### config.mk
export PLATFORM = sky130hd
export DESIGN_NAME = wd_supervisor
export DESIGN_NICKNAME = d
export VERILOG_FILES = /design/src/rtl/wd_supervisor.sv
export SDC_FILE = /design/constraint.sdc
export NUM_CORES = 1
export LEC_CHECK = 0
export BUFFER_PORTS_ARGS = -buffer_cell sky130_fd_sc_hd__buf_4
export CAP_MARGIN = 20
export CORE_MARGIN = 2
export CORE_UTILIZATION = 51
export DETAILED_ROUTE_END_ITERATION = 12
export HOLD_SLACK_MARGIN = 0.12
export PLACE_DENSITY = 0.74
export SETUP_SLACK_MARGIN = 0.2
export SLEW_MARGIN = 0
export SYNTH_ARGS = -nofsm -noshare
export SYNTH_HDL_FRONTEND = slang
export SYNTH_SLANG_ARGS = --single-unit
### constraint.sdc
create_clock -name clk -period 2.2 [get_ports clk]
set_input_delay 0.22 -clock clk [delete_from_list [all_inputs] [get_ports clk]]
set_output_delay 0.22 -clock clk [all_outputs]
set_load 0.005 [all_outputs]
### src/rtl/wd_supervisor.sv
// Watchdog supervisor: arms, runs, trips, cools down and locks out a watchdog_timer,
// muting the RF path whenever the watchdog is not actively supervising.
module wd_supervisor #(
  parameter int N_SRC       = 4,
  parameter int ARM_DELAY   = 16,
  parameter int COOLDOWN    = 1024,
  parameter int MAX_RETRIES = 3,
  parameter int CW          = 16
) (
  input  logic             clk,
  input  logic             rstn,
  input  logic             sys_enable,
  input  logic             sw_clear,
  input  logic [N_SRC-1:0] src_alive,
  input  logic             wd_warning,
  input  logic             wd_triggered,
  output logic             wd_enable,
  output logic             wd_force_reset,
  output logic             wd_heartbeat,
  output logic             rf_mute,
  output logic             lockout,
  output logic [1:0]       retry_count,
  output logic [2:0]       state
);

  typedef enum logic [2:0] {
    ST_IDLE = 3'd0,
    ST_ARM  = 3'd1,
    ST_RUN  = 3'd2,
    ST_WARN = 3'd3,
    ST_TRIP = 3'd4,
    ST_COOL = 3'd5,
    ST_LOCK = 3'd6
  } state_t;

  localparam logic [CW-1:0] ARM_LOAD  = CW'(ARM_DELAY - 1);
  localparam logic [CW-1:0] COOL_LOAD = CW'(COOLDOWN - 1);
  localparam logic [1:0]    RETRY_MAX = 2'(MAX_RETRIES);

  state_t           state_q, state_d;
  logic [CW-1:0]    timer_q, timer_d;
  logic [1:0]       retry_q, retry_d, retry_inc;
  logic [N_SRC-1:0] seen_q, seen_d, seen_n;
  logic             hb_q, hb_d;
  logic             en_q, en_d;
  logic             frc_q, frc_d;
  logic             mute_q, mute_d;
  logic             lock_q, lock_d;

  // {enable, force_reset, mute} for a given state
  function automatic logic [2:0] decode_outs(input state_t s);
    case (s)
      ST_ARM:  decode_outs = 3'b111;
      ST_RUN:  decode_outs = 3'b100;
      ST_WARN: decode_outs = 3'b100;
      default: decode_outs = 3'b011;
    endcase
  endfunction

  // Saturating trip counter increment
  always_comb begin
    if (retry_q >= RETRY_MAX) begin
      retry_inc = retry_q;
    end else begin
      retry_inc = retry_q + 2'd1;
    end
  end

  // Next-state, delay timer and retry bookkeeping
  always_comb begin
    state_d = state_q;
    timer_d = timer_q;
    retry_d = retry_q;
    if (!sys_enable && (state_q != ST_LOCK)) begin
      state_d = ST_IDLE;
      retry_d = 2'd0;
    end else begin
      case (state_q)
        ST_IDLE: begin
          if (sys_enable) begin
            state_d = ST_ARM;
            timer_d = ARM_LOAD;
          end else begin
            state_d = ST_IDLE;
          end
        end
        ST_ARM, ST_COOL: begin
          if (timer_q == {CW{1'b0}}) begin
            state_d = ST_RUN;
            if (state_q == ST_COOL) begin
              state_d = ST_ARM;
              timer_d = ARM_LOAD;
            end else begin
              timer_d = timer_q;
            end
          end else begin
            timer_d = timer_q - {{(CW-1){1'b0}}, 1'b1};
          end
        end
        ST_RUN: begin
          if (wd_triggered) begin
            state_d = ST_TRIP;
          end else if (wd_warning) begin
            state_d = ST_WARN;
          end else begin
            state_d = ST_RUN;
          end
        end
        ST_WARN: begin
          if (wd_triggered) begin
            state_d = ST_TRIP;
          end else if (!wd_warning) begin
            state_d = ST_RUN;
          end else begin
            state_d = ST_WARN;
          end
        end
        ST_TRIP: begin
          retry_d = retry_inc;
          if (retry_inc == RETRY_MAX) begin
            state_d = ST_LOCK;
          end else begin
            state_d = ST_COOL;
            timer_d = COOL_LOAD;
          end
        end
        ST_LOCK: begin
          if (sw_clear) begin
            state_d = ST_IDLE;
            retry_d = 2'd0;
          end else begin
            state_d = ST_LOCK;
          end
        end
        default: begin
          state_d = ST_IDLE;
          retry_d = 2'd0;
        end
      endcase
    end
  end

  // Heartbeat round: each source must check in once; completing bits close the current round
  always_comb begin
    seen_n = seen_q | src_alive;
    if ((state_q == ST_RUN) || (state_q == ST_WARN)) begin
      if (&seen_n) begin
        hb_d   = 1'b1;
        seen_d = {N_SRC{1'b0}};
      end else begin
        hb_d   = 1'b0;
        seen_d = seen_n;
      end
    end else begin
      hb_d   = 1'b0;
      seen_d = {N_SRC{1'b0}};
    end
  end

  // Outputs are decoded from the next state so they line up with the state register
  always_comb begin
    {en_d, frc_d, mute_d} = decode_outs(state_d);
    lock_d = (state_d == ST_LOCK);
  end

  // State and output registers with synchronous active-low reset
  always_ff @(posedge clk) begin
    if (!rstn) begin
      state_q <= ST_IDLE;
      timer_q <= {CW{1'b0}};
      retry_q <= 2'd0;
      seen_q  <= {N_SRC{1'b0}};
      hb_q    <= 1'b0;
      en_q    <= 1'b0;
      frc_q   <= 1'b1;
      mute_q  <= 1'b1;
      lock_q  <= 1'b0;
    end else begin
      state_q <= state_d;
      timer_q <= timer_d;
      retry_q <= retry_d;
      seen_q  <= seen_d;
      hb_q    <= hb_d;
      en_q    <= en_d;
      frc_q   <= frc_d;
      mute_q  <= mute_d;
      lock_q  <= lock_d;
    end
  end

  assign wd_enable      = en_q;
  assign wd_force_reset = frc_q;
  assign wd_heartbeat   = hb_q;
  assign rf_mute        = mute_q;
  assign lockout        = lock_q;
  assign retry_count    = retry_q;
  assign state          = state_q;

endmodule

==> insert_results.sql <==
INSERT INTO impl_metrics (metric_group, metric, value, unit) VALUES
('sta', 'hold_viol_final', '0', ''),
('yosys', 'asyncSetResetFlopFracSynth', '0', ''),
('yosys', 'synthFlopType', 'dfxtp_1', ''),
('min_path', 'hold_end', 'seen_q[2]$_SDFF_PP0_', ''),
('drt', 'ant_nets', '0', ''),
('global_route', 'grtUsageTotal', '0.2603', ''),
('layout', 'highest_count_cells_in_the_layout_ignoring_fill_and_taps', '43 x buf_4, 28 x nor2_1, 26 x dfxtp_1, 17 x a21oi_1', ''),
('clock_tree', 'tritoncts', 'done', ''),
('worst_setup_path', 'worstSetupPathType', 'reg -> reg', ''),
('power', 'fin_total_pwr', '0.001108', 'W'),
('drt', 'num_vias', '1692', ''),
('global_route', 'grt-ovfl-total', '0', ''),
('drt', 'detail_route.first_pass.iterations', '5', ''),
('sta', 'report.final.setup_viol', '0', ''),
('die', 'placement_rows', '20', ''),
('layout', 'most_common_cell_after_layout_fill_and_taps_aside', 'buf_4', ''),
('clock_tree', 'clock_tree.buffer_depth', '2', ''),
('clock_tree', 'ctsHtreeMaxLevel', '2', ''),
('clock_tree', 'cts.reportedPaths.clkPinSlew', '100', 'ps'),
('drt', 'detailedRoute.firstIterationViolations', '195', ''),
('placement', 'gp_congestion', '0.8595', ''),
('worst_setup_path', 'cp_slowest_cell', 'or4_4', ''),
('yosys', 'post_synth_inst_count', '191', ''),
('min_path', 'holdCritPathClass', 'in -> reg', ''),
('worst_setup_path', 'crit_required', '2420', 'ps'),
('worst_setup_path', 'worst_setup_ep_type', 'flop', ''),
('drt', 'highest-signal-layer', 'met4', ''),
('worst_setup_path', 'critical_path.n_buffers_inverters', '1', ''),
('yosys', 'syn-mean-instance-area', '8.169', 'sq um'),
('layout', 'final_core_util', '0.6740', ''),
('sta', 'grt_setup_unrepaired', 'true', ''),
('sta', 'fmax', '475.6', 'MHz'),
('drt', 'routedLengthMet1', '1811', 'microns'),
('yosys', 'synth-edff-count', '0', ''),
('sta', 'max-slew-margin-rel', '0.6802', ''),
('status', 'status', 'complete, no violations', ''),
('placement', 'post_detailed_placement_half_perimeter_wirelength', '2804', 'microns'),
('worst_setup_path', 'reg2reg_to', 'timer_q[7]$_SDFFE_PN0P_', ''),
('die', 'io_pins', '20', ''),
('worst_setup_path', 'reg2regPathDepth', '6', ''),
('drt', 'met2_length', '2212', 'microns'),
('sta', 'fin_skew', '18.96', 'ps'),
('placement', 'dpl-instance-area', '1773', 'sq um'),
('layout', 'finalNetCount', '243', ''),
('layout', 'ratio_of_cells_with_drive_above_1_in_the_final_layout', '0.3319', ''),
('worst_setup_path', 'critical_path.top_delay_family', 'compound AO/OA/AOI/OAI gates', ''),
('clock_tree', 'root_buffer', 'clkbuf_4', ''),
('clock_tree', 'insertion_delay', '340', 'ps'),
('drt', 'routed_wire_length_per_instance', '16.94', 'microns'),
('power', 'vdd_drop_max', '0.4924', 'mV'),
('die', 'initial_core_util', '0.5239', ''),
('sta', 'worst_pin_slew', '479.2', 'ps'),
('min_path', 'hold_depth', '3', ''),
('worst_setup_path', 'timing.critical_path.from_type', 'flop', ''),
('worst_setup_path', 'crit_fanout', '6', ''),
('layout', 'insertedDiodeCount', '0', ''),
('die', 'core_area', '2978', 'sq um'),
('worst_setup_path', 'cp.arrival', '2320', 'ps'),
('global_route', 'antenna_found_initial', '0', ''),
('sta', 'finalSetupTns', '0', 'ps'),
('worst_setup_path', 'slowest_delay', '590', 'ps'),
('global_route', 'first_pass_grt_wire_length', '6906', 'microns'),
('clock_tree', 'cts_inserted_buffers', '5', ''),
('drt', 'drc', '0', ''),
('layout', 'design_area', '2007', 'sq um'),
('yosys', 'seq_area_frac_synth', '0.3721', ''),
('drt', 'detail_route.vias_per_cell', '6.385', ''),
('die', 'floorplan.die.height', '59.31', 'microns'),
('power', 'total_leakage_power', '0.7974', 'nW'),
('worst_setup_path', 'reg2reg_from', 'timer_q[6]$_SDFFE_PN0P_', ''),
('sta', 'timing_max_transition_violations_final', '0', '');
==> cell type report <==
cell class	count	area, sq um	share of cell area
repair buffers	46	356.6	0.1777
multi-input cells	143	940.9	0.4688
inverters	7	26.28	0.01309
well taps	33	41.29	0.02057
flip-flops and latches	29	586.8	0.2924
clock buffers	7	55.05	0.02743
==> cell families (layout without fill, tap and decap cells) <==
group,count (synthesis),in the layout,synth area share
and+or+nand+nor,81,81,0.2702
AOI/OAI and AO/OA,61,61,0.2791
DFF,29,29,0.3721
buffers and inverters,19,60,0.07057
adders and majority gates,1,1,0.008018
==> what timing repair did <==
action	4_1_cts	5_1_grt
pin swaps	6	11
setup buffers	9	5
hold endpoints to repair	0	0
gates resized for setup	7	22
endpoints found under the setup margin	7	20
cloned	0	0
==> registers in the layout, summed over array words and instances (netlist names) <==
name and cells:
lockout 1, retry_count 2, seen_q 4, state 3, timer_q 16, wd_enable 1
wd_force_reset 1, wd_heartbeat 1
==> worst max-delay path by stage <==
stage                       startpoint                 endpoint  depth (start not counted)
5_1_grt        timer_q[0]$_SDFFE_PN0P_  timer_q[5]$_SDFFE_PN0P_                          9
2_1_floorplan  timer_q[1]$_SDFFE_PN0P_  timer_q[5]$_SDFFE_PN0P_                          9
3_3_place_gp   timer_q[1]$_SDFFE_PN0P_  timer_q[5]$_SDFFE_PN0P_                          7
6_report       timer_q[6]$_SDFFE_PN0P_  timer_q[7]$_SDFFE_PN0P_                          6
3_5_place_dp   timer_q[0]$_SDFFE_PN0P_  timer_q[7]$_SDFFE_PN0P_                          7
4_1_cts        timer_q[0]$_SDFFE_PN0P_  timer_q[5]$_SDFFE_PN0P_                          7
==> worst reg2reg max path, delay by kind of cell (launching register included) <==
kind | cells | cell delay, ps
compound gates | 4 | 840
simple gates | 1 | 590
flops | 1 | 380
buf+inv | 1 | 170
==> cells in the mapped netlist (2+ instances only) <==
library cell | number | area share
nand2_1 | 7 | 0.017
o21ai_0 | 14 | 0.045
o31a_2 | 2 | 0.013
a21boi_0 | 2 | 0.0096
nor2_1 | 29 | 0.070
o31ai_1 | 2 | 0.0096
inv_1 | 7 | 0.017
nor4_1 | 4 | 0.016
nor2b_1 | 4 | 0.016
or4_1 | 2 | 0.0096
buf_6 | 4 | 0.029
nor3_1 | 9 | 0.029
clkbuf_1 | 5 | 0.012
a311oi_1 | 4 | 0.022
or3_1 | 2 | 0.0080
buf_4 | 2 | 0.0096
o21a_1 | 3 | 0.014
a31oi_1 | 4 | 0.016
dfxtp_1 | 29 | 0.37
nand3_1 | 12 | 0.038
nand2b_1 | 2 | 0.0080
a21oi_1 | 17 | 0.055
==> per-stage QoR <==
step | instances | hold WS, ps
2_1_floorplan | 191 | 360.4
3_3_place_gp | 244 | 440.1
3_5_place_dp | 244 | 455.6
4_1_cts | 260 | 125.9
5_1_grt | 265 | 146.0
6_report | 265 | 124.6
==> power by group <==
group / leakage, nW / internal (W) / switching (W)
clock network: 0.0314 / 0.000151 / 0.000182
registers: 0.236 / 0.000536 / 0.0000112
logic: 0.530 / 0.000105 / 0.000123
==> routing by layer <==
metal	track usage	vias up
met5	0	-
met4	0.1169	0
met3	0.06114	14
met2	0.4239	91
met1	0.3252	794
li1	-	793
Note: power is estimated with default switching activity, not from simulation.
